$ cat src/rtl/lfa_share_arbiter_if.sv
// lfa_share_arbiter_if: requester, adder and response signals of the shared-adder arbiter.
interface lfa_share_arbiter_if #(
  parameter int N = 4
);
  localparam int IW = $clog2(N);
  logic [N-1:0] req_valid;
  logic [N-1:0] req_ready;
  logic [16*N-1:0] req_a;
  logic [16*N-1:0] req_b;
  logic [15:0] add_a;
  logic [15:0] add_b;
  logic [15:0] add_sum;
  logic add_cout;
  logic rsp_valid;
  logic [IW-1:0] rsp_id;
  logic [15:0] rsp_sum;
  logic rsp_cout;
  logic busy;
`ifdef LFA_ARB_OVF_EN
  logic rsp_ovf;
`endif
  modport master (
    output req_valid, req_a, req_b, add_sum, add_cout,
    input req_ready, add_a, add_b, rsp_valid, rsp_id, rsp_sum, rsp_cout, busy
`ifdef LFA_ARB_OVF_EN
    , input rsp_ovf
`endif
  );
  modport slave (
    input req_valid, req_a, req_b, add_sum, add_cout,
    output req_ready, add_a, add_b, rsp_valid, rsp_id, rsp_sum, rsp_cout, busy
`ifdef LFA_ARB_OVF_EN
    , output rsp_ovf
`endif
  );
endinterface

$ cat src/rtl/lfa_share_arbiter.sv
// lfa_share_arbiter: round-robin sharing of one pipelined 16-bit adder among N requesters.
// Define LFA_ARB_OVF_EN to add the rsp_ovf signed-overflow output.
module lfa_share_arbiter #(
  parameter int N = 4,
  parameter int ADD_LAT = 1
) (
  input logic clk,
  input logic rst,
  lfa_share_arbiter_if.slave bus
);
  localparam int IW = $clog2(N);
  localparam int T = ADD_LAT - 1;
  logic [IW-1:0] rr_ptr_q, rr_ptr_d, gnt_id, idx;
  logic gnt_vld;
  logic [15:0] a_mux, b_mux;
  logic [ADD_LAT-1:0] vld_q, vld_d;
  logic [ADD_LAT-1:0][IW-1:0] id_q, id_d;
`ifdef LFA_ARB_OVF_EN
  logic [ADD_LAT-1:0][1:0] sg_q, sg_d;
`endif
  always_comb begin
    gnt_vld = 1'b0;
    gnt_id = '0;
    idx = '0;
    vld_d = '0;
    id_d = '0;
    for (int k = 0; k < N; k++) begin
      idx = IW'((int'(rr_ptr_q) + k) % N);
      if (!gnt_vld && bus.req_valid[idx]) begin
        gnt_vld = 1'b1;
        gnt_id = idx;
      end
    end
    gnt_vld = gnt_vld && !rst;
    a_mux = gnt_vld ? bus.req_a[{gnt_id, 4'h0} +: 16] : '0;
    b_mux = gnt_vld ? bus.req_b[{gnt_id, 4'h0} +: 16] : '0;
    rr_ptr_d = gnt_vld ? ((gnt_id == IW'(N - 1)) ? '0 : gnt_id + IW'(1)) : rr_ptr_q;
    vld_d[0] = gnt_vld;
    id_d[0] = gnt_id;
    for (int s = 1; s < ADD_LAT; s++) begin
      vld_d[s] = vld_q[s-1];
      id_d[s] = id_q[s-1];
    end
  end
  assign bus.req_ready = gnt_vld ? (N'(1) << gnt_id) : '0;
  assign bus.add_a = a_mux;
  assign bus.add_b = b_mux;
  assign bus.rsp_valid = vld_q[T];
  assign bus.rsp_id = id_q[T];
  assign bus.rsp_sum = bus.add_sum;
  assign bus.rsp_cout = bus.add_cout;
  assign bus.busy = |vld_q;
`ifdef LFA_ARB_OVF_EN
  // operand sign bits ride along with the tag so overflow lines up with add_sum
  always_comb begin
    sg_d = '0;
    sg_d[0] = {a_mux[15], b_mux[15]};
    for (int s = 1; s < ADD_LAT; s++) sg_d[s] = sg_q[s-1];
  end
  assign bus.rsp_ovf = vld_q[T] && (sg_q[T][1] == sg_q[T][0]) && (bus.add_sum[15] != sg_q[T][1]);
  always_ff @(posedge clk) begin
    if (rst) sg_q <= '0;
    else sg_q <= sg_d;
  end
`endif
  always_ff @(posedge clk) begin
    if (rst) begin
      rr_ptr_q <= '0;
      vld_q <= '0;
      id_q <= '0;
    end else begin
      rr_ptr_q <= rr_ptr_d;
      vld_q <= vld_d;
      id_q <= id_d;
    end
  end
endmodule
$ cat src/flat_wrapper.sv
// flat-port wrapper written by rule: the top's interface ports become plain ports
module lfa_share_arbiter_flat 
#(
  parameter int N = 4,
  parameter int ADD_LAT = 1
)
  (clk, rst, bus_req_valid, bus_req_a, bus_req_b, bus_add_sum, bus_add_cout, bus_req_ready, bus_add_a, bus_add_b, bus_rsp_valid, bus_rsp_id, bus_rsp_sum, bus_rsp_cout, bus_busy);
  lfa_share_arbiter_if #(.N(N)) bus_i ();
  input logic clk;
  input logic rst;
  input wire logic [$bits(bus_i.req_valid)-1:0] bus_req_valid;
  input wire logic [$bits(bus_i.req_a)-1:0] bus_req_a;
  input wire logic [$bits(bus_i.req_b)-1:0] bus_req_b;
  input wire logic [$bits(bus_i.add_sum)-1:0] bus_add_sum;
  input wire logic [$bits(bus_i.add_cout)-1:0] bus_add_cout;
  output wire logic [$bits(bus_i.req_ready)-1:0] bus_req_ready;
  output wire logic [$bits(bus_i.add_a)-1:0] bus_add_a;
  output wire logic [$bits(bus_i.add_b)-1:0] bus_add_b;
  output wire logic [$bits(bus_i.rsp_valid)-1:0] bus_rsp_valid;
  output wire logic [$bits(bus_i.rsp_id)-1:0] bus_rsp_id;
  output wire logic [$bits(bus_i.rsp_sum)-1:0] bus_rsp_sum;
  output wire logic [$bits(bus_i.rsp_cout)-1:0] bus_rsp_cout;
  output wire logic [$bits(bus_i.busy)-1:0] bus_busy;
  assign bus_i.req_valid = bus_req_valid;
  assign bus_i.req_a = bus_req_a;
  assign bus_i.req_b = bus_req_b;
  assign bus_i.add_sum = bus_add_sum;
  assign bus_i.add_cout = bus_add_cout;
  assign bus_req_ready = bus_i.req_ready;
  assign bus_add_a = bus_i.add_a;
  assign bus_add_b = bus_i.add_b;
  assign bus_rsp_valid = bus_i.rsp_valid;
  assign bus_rsp_id = bus_i.rsp_id;
  assign bus_rsp_sum = bus_i.rsp_sum;
  assign bus_rsp_cout = bus_i.rsp_cout;
  assign bus_busy = bus_i.busy;
  lfa_share_arbiter #(.N(N), .ADD_LAT(ADD_LAT)) u_core (.clk(clk), .rst(rst), .bus(bus_i));
endmodule
$ cat config.mk
export PLATFORM = sky130hd
export DESIGN_NAME = lfa_share_arbiter_flat
export DESIGN_NICKNAME = d
export VERILOG_FILES = /design/src/rtl/lfa_share_arbiter_if.sv /design/src/rtl/lfa_share_arbiter.sv /design/src/flat_wrapper.sv
export SDC_FILE = /design/constraint.sdc
export NUM_CORES = 1
export LEC_CHECK = 0
export ABC_AREA = 1
export CAP_MARGIN = 20
export CELL_PAD_IN_SITES_DETAIL_PLACEMENT = 1
export CELL_PAD_IN_SITES_GLOBAL_PLACEMENT = 2
export CORE_MARGIN = 2
export CORE_UTILIZATION = 12
export DETAILED_ROUTE_END_ITERATION = 6
export PLACE_DENSITY = 0.81
export SETUP_SLACK_MARGIN = 0.3
export SLEW_MARGIN = 20
export SYNTH_ARGS = -nofsm -noshare
export SYNTH_HDL_FRONTEND = slang
export SYNTH_SLANG_ARGS = --single-unit
$ cat constraint.sdc
create_clock -name clk -period 2.56 [get_ports clk]
set_input_delay 0.384 -clock clk [delete_from_list [all_inputs] [get_ports clk]]
set_output_delay 0.384 -clock clk [all_outputs]
set_load 0.01 [all_outputs]
Yosys cells after proc, flatten, opt, wreduce, memory -nomap -nowiden
Cells that the tools add are included.
Word-level totals
  flip-flop bits (word level): 5
Cells by class
  $add $sub $neg: 4
  $lt $le $gt $ge: 4
  equality and inequality tests: 1
  shift-type cells: 3
  multiplexer cells: 20
  reduce and logical (&&, ||, !) cells: 8
Operators by type and width (number)
  $shiftx A64 B7 Y16: 2
  $mux W16: 2
  $lt A2 B3 Y1 const B: 4
  $mux W2: 5
  $bmux W1 S2: 4
  $mux W1: 8
  $add A2 B1 Y2 const B: 2
  $add A2 B2 Y2 const B: 2
  $logic_and A1 B1 Y1: 4
  $logic_not A1 Y1: 4
  $mux W4: 1
  $shl A1 B2 Y4 const A: 1
  $eq A2 B2 Y1 const B: 1

Logic depth before layout (Yosys ltp)
  word-level depth: 14
  gate-level depth with buffers: 15

Least setup slack after synthesis
OpenSTA, ideal clock, no wires.
  kind: register to output
  start point: register u_core.rr_ptr_q[0]
  end point: output bus_req_ready[3]
  arrival: 1.724 ns
  path slack: 0.452 ns
  cell stages (with the launch flop): 12
  buffers on the path: 2
  path through: dfxtp_1 -> buf_4 -> nand2_1 -> nand3_1 -> nand2_1 -> nor2_2 -> nand4_1 -> nand2_1 -> buf_2 -> ha_1 -> inv_1 -> nor2_1
On the way
  word-level cells in the longest chain between the ends: 14
  elaborated cells on any way between the ends: 28
  those cells by class: add/sub: 3; shift: 1; mux: 17; reduce/logical: 7
RTL lines
  from (decl): RTL line lfa_share_arbiter.sv:13  | logic [IW-1:0] rr_ptr_q, rr_ptr_d, gnt_id, idx;
  from (signal assigned): RTL line lfa_share_arbiter.sv:72  | rr_ptr_q <= rr_ptr_d;
  parallel branches: the longest is 13 deep, another holds $add A2 B1 Y2
  $mux W4 *: RTL line lfa_share_arbiter.sv:45  | assign bus.req_ready = gnt_vld ? (N'(1) << gnt_id) : '0;
  to (decl): RTL line flat_wrapper.sv:16  | output wire logic [$bits(bus_i.req_ready)-1:0] bus_req_ready;
Every way passes the cells marked *. The select of a mux whose other input is x is not followed.

Worst setup path after layout
  start point: register u_core.rr_ptr_q[0]
  end point: output bus_add_a[11]
On the way
  word-level cells in the longest chain between the ends: 14
  elaborated cells on any way between the ends: 28
  those cells by class: add/sub: 3; shift: 1; mux: 17; reduce/logical: 7
RTL lines
  parallel branches: the longest is 13 deep, another holds $add A2 B1 Y2
  $mux W16 *: RTL line lfa_share_arbiter.sv:35  | a_mux = gnt_vld ? bus.req_a[{gnt_id, 4'h0} +: 16] : '0;
  to (decl): RTL line flat_wrapper.sv:17  | output wire logic [$bits(bus_i.add_a)-1:0] bus_add_a;
Marked as above.

==> out/qor.yml <==
run_status:
  status: "finished with violations"
  failed_checks: "setup timing"
clock_network:
  cts_buffer_depth: 2
  ctsHoldBuffers: 0
  cts_sinks: 5
  clockRootBuffer: "clkbuf_16"
  h-tree-depth: 1
  cts_tree: "built"
  cts.clk_slew.worst_paths_ns: 0.03
  clk_latency_ns: 0.23
  cts-buffers-inserted: 3
floorplan:
  start_util: 0.122
  die_area_mm2: 0.0192
  die_y_um: 139
  ioPinCount: 208
  row_count: 49
  die_w_um: 139
  core_mm2: 0.0178
route:
  dr.pass1.iters: 4
  met2WireLength_um: 7250
  wl_met3_um: 629
  top_layer: "met4"
  ant_nets: 0
  wire_per_inst_um: 16.0
  wl_met1_um: 6030
  drcViolationCount: 0
  dr.first_iter.drc_count: 75
  routed_wl_um: 14100
  vias: 3750
  vias_per_cell: 4.23
pwr:
  total_power_mw: 9.85
  leakagePower_nw: 2.63
  vdd_drop_max_v: 0.000564
  power.density_mw_per_mm2: 1810
finish:
  syn_to_final_growth_pct: 150
  fin_nets: 809
  fin_cells: 886
  postLayoutCoreUtil: 0.305
  fillers: 2157
  final_area_mm2: 0.00544
  drive_gt1_frac: 0.384
global_route:
  grt_pass1_wl_um: 21300
  grt_max_degree: 30
  gr-total-overflow: 0
  antenna_found_initial: 0
  grtUsageTotal: 0.136
  grt_pass1_vias: 3882
sta:
  hold_ws_ns: 0.583
  slew_viol_final: 0
  setup_slack_ns: -0.0990
  max_slew_margin: 0.766
  tightest_slew_ns: 0.347
  fin_crit_sh: 1.04
  fmax_mhz: 376
  hold_viol_final: 0
  finalSetupTns_ns: -1.21
  period_needed_ns: 2.66
  finClkSkew_ns: 0.000304
  final-setup-viol-count: 24
  rsz0062_at_grt: "yes"
yosys:
  avgSynthCellArea_um2: 4.82
  synth_top_area_cell: "nand2_1"
  ys_top_cells_by_area: "nand2_1 30%, nand4_1 18%, inv_1 12%, nand3_1 8.8%, a21oi_1 6.9%"
  synth.yosys.warnings: 0
  netlist.area_leader.share: 0.297
  ys_seq_area_frac: 0.0461
  syn_nets: 603
  post-synth-top-count-cell: "nand2_1"
  synth-seq-cells: 5
  synthArstFlopShare: 0
  synthCells: 451
  ys_types: 19
  syn-cell-area_mm2: 0.00217
  synth-edff-count: 0
  synth_ff_type: "dfxtp_1"
  synthTopCellsByCount: "172 x nand2_1, 70 x inv_1, 61 x nand4_1, 38 x nand3_1, 30 x a21oi_1"
setup_path:
  path_max_fanout: 7
  start_kind: "flip-flop"
  worst_ep_arrival_time_ns: 2.27
  critPathCaptureType: "primary output"
  path_class: "flip-flop to primary output"
  worst_ep_required_time_ns: 2.18
worst_hold_path:
  hold_class: "flip-flop to flip-flop"
job:
  cap_viol_max_count: 0
placement:
  placed_area_mm2: 0.00433
  numPlacedInstances: 841
  dpl.hpwl_um: 9080
  portBuffers: 173
  place_congestion: 0.787
  place_ws_ns: -0.614
-- state kept, by name, summed over array words and instances, names as in the netlist --
register and flops:
u_core.bus.rsp_id 2, u_core.rr_ptr_q 2, u_core.bus.busy 1
-- critical path, cell delays in order (launching register included) --
cell and delay (ns):
dfxtp_4 0.38, buf_6 0.11, nand2_2 0.06, nand3_1 0.13, nand2_2 0.09, nand2_4 0.11
nand2_4 0.05, nand2_4 0.08, nand3_4 0.08, buf_12 0.16, buf_12 0.12, buf_16 0.14
buf_6 0.12, nand2_2 0.05, nand3_2 0.06, a21oi_2 0.13, buf_2 0.14
-- power by group --
group	internal (mW)	switching, mW
registers	0.121	0.0389
logic	4.70	4.74
clock network	0.206	0.0491
total	5.03	4.82
-- cells by family (layout without fill, tap and decap cells) --
| logic type | Yosys count | in the layout | synth area share |
|---|---|---|---|
| buf+inv | 127 | 332 | 0.272 |
| flops | 5 | 5 | 0.0461 |
| other cells | 0 | 1 | 0 |
| fa+ha+maj | 1 | 1 | 0.00576 |
| compound gates | 33 | 33 | 0.0760 |
| simple gates | 285 | 285 | 0.600 |
-- metal layers --
layer / up-vias / global-route usage
met5: - / 0
met4: 0 / 0.0333
met3: 20 / 0.0159
met2: 103 / 0.248
met1: 1768 / 0.170
li1: 1859 / -
-- path summary, 6_finish.rpt --
kind              cells after the start          startpoint  slack, ns                  to
hold reg to reg                       2  u_core.rr_ptr_q[1]       0.58  u_core.rr_ptr_q[1]
setup / recovery                     16  u_core.rr_ptr_q[0]       -0.1       bus_add_a[11]
setup reg to reg                     17  u_core.rr_ptr_q[0]       0.29  u_core.rr_ptr_q[0]
hold / removal                        2  u_core.rr_ptr_q[1]       0.58  u_core.rr_ptr_q[1]
-- cell usage in the layout (no fill, tap or decap), types with 2 or more instances in the layout --
master and instances:
clkdlybuf4s50_1 133, nand2_1 110, inv_1 64, nand4_1 61, nand2_2 51, buf_2 35, buf_4 35, a21oi_2 22
nand3_2 20, buf_12 19, buf_6 17, nand3_1 13, nand2_4 12, nand3_4 8, a21oi_1 8, buf_16 7
inv_2 6, clkbuf_16 5, nor2_1 3, dlygate4sd2_1 3, dfxtp_1 3, inv_4 2, nor3_2 2, nor2_2 2
o21ai_0 2, dfxtp_4 2
-- area by class of cell --
type / count / area [um2] / share of cell area
Inverter: 74 / 295 / 0.0543
Timing Repair Buffer: 254 / 2670 / 0.490
Clock buffer: 4 / 78.8 / 0.0145
Multi-Input combinational cell: 319 / 2000 / 0.368
Sequential cell: 5 / 108 / 0.0198
Antenna cell: 1 / 2.50 / 0.000460
Tap cell: 229 / 287 / 0.0527
-- timing repair --
action / 4_1_cts / 5_1_grt
gates cloned: 8 / 2
resized for setup: 255 / 77
setup endpoints to repair: 38 / 38
hold endpoints to repair: 0 / 0
pin swaps: 43 / 39
setup buffers: 21 / 9
Note: power is estimated with default switching activity, not from simulation.
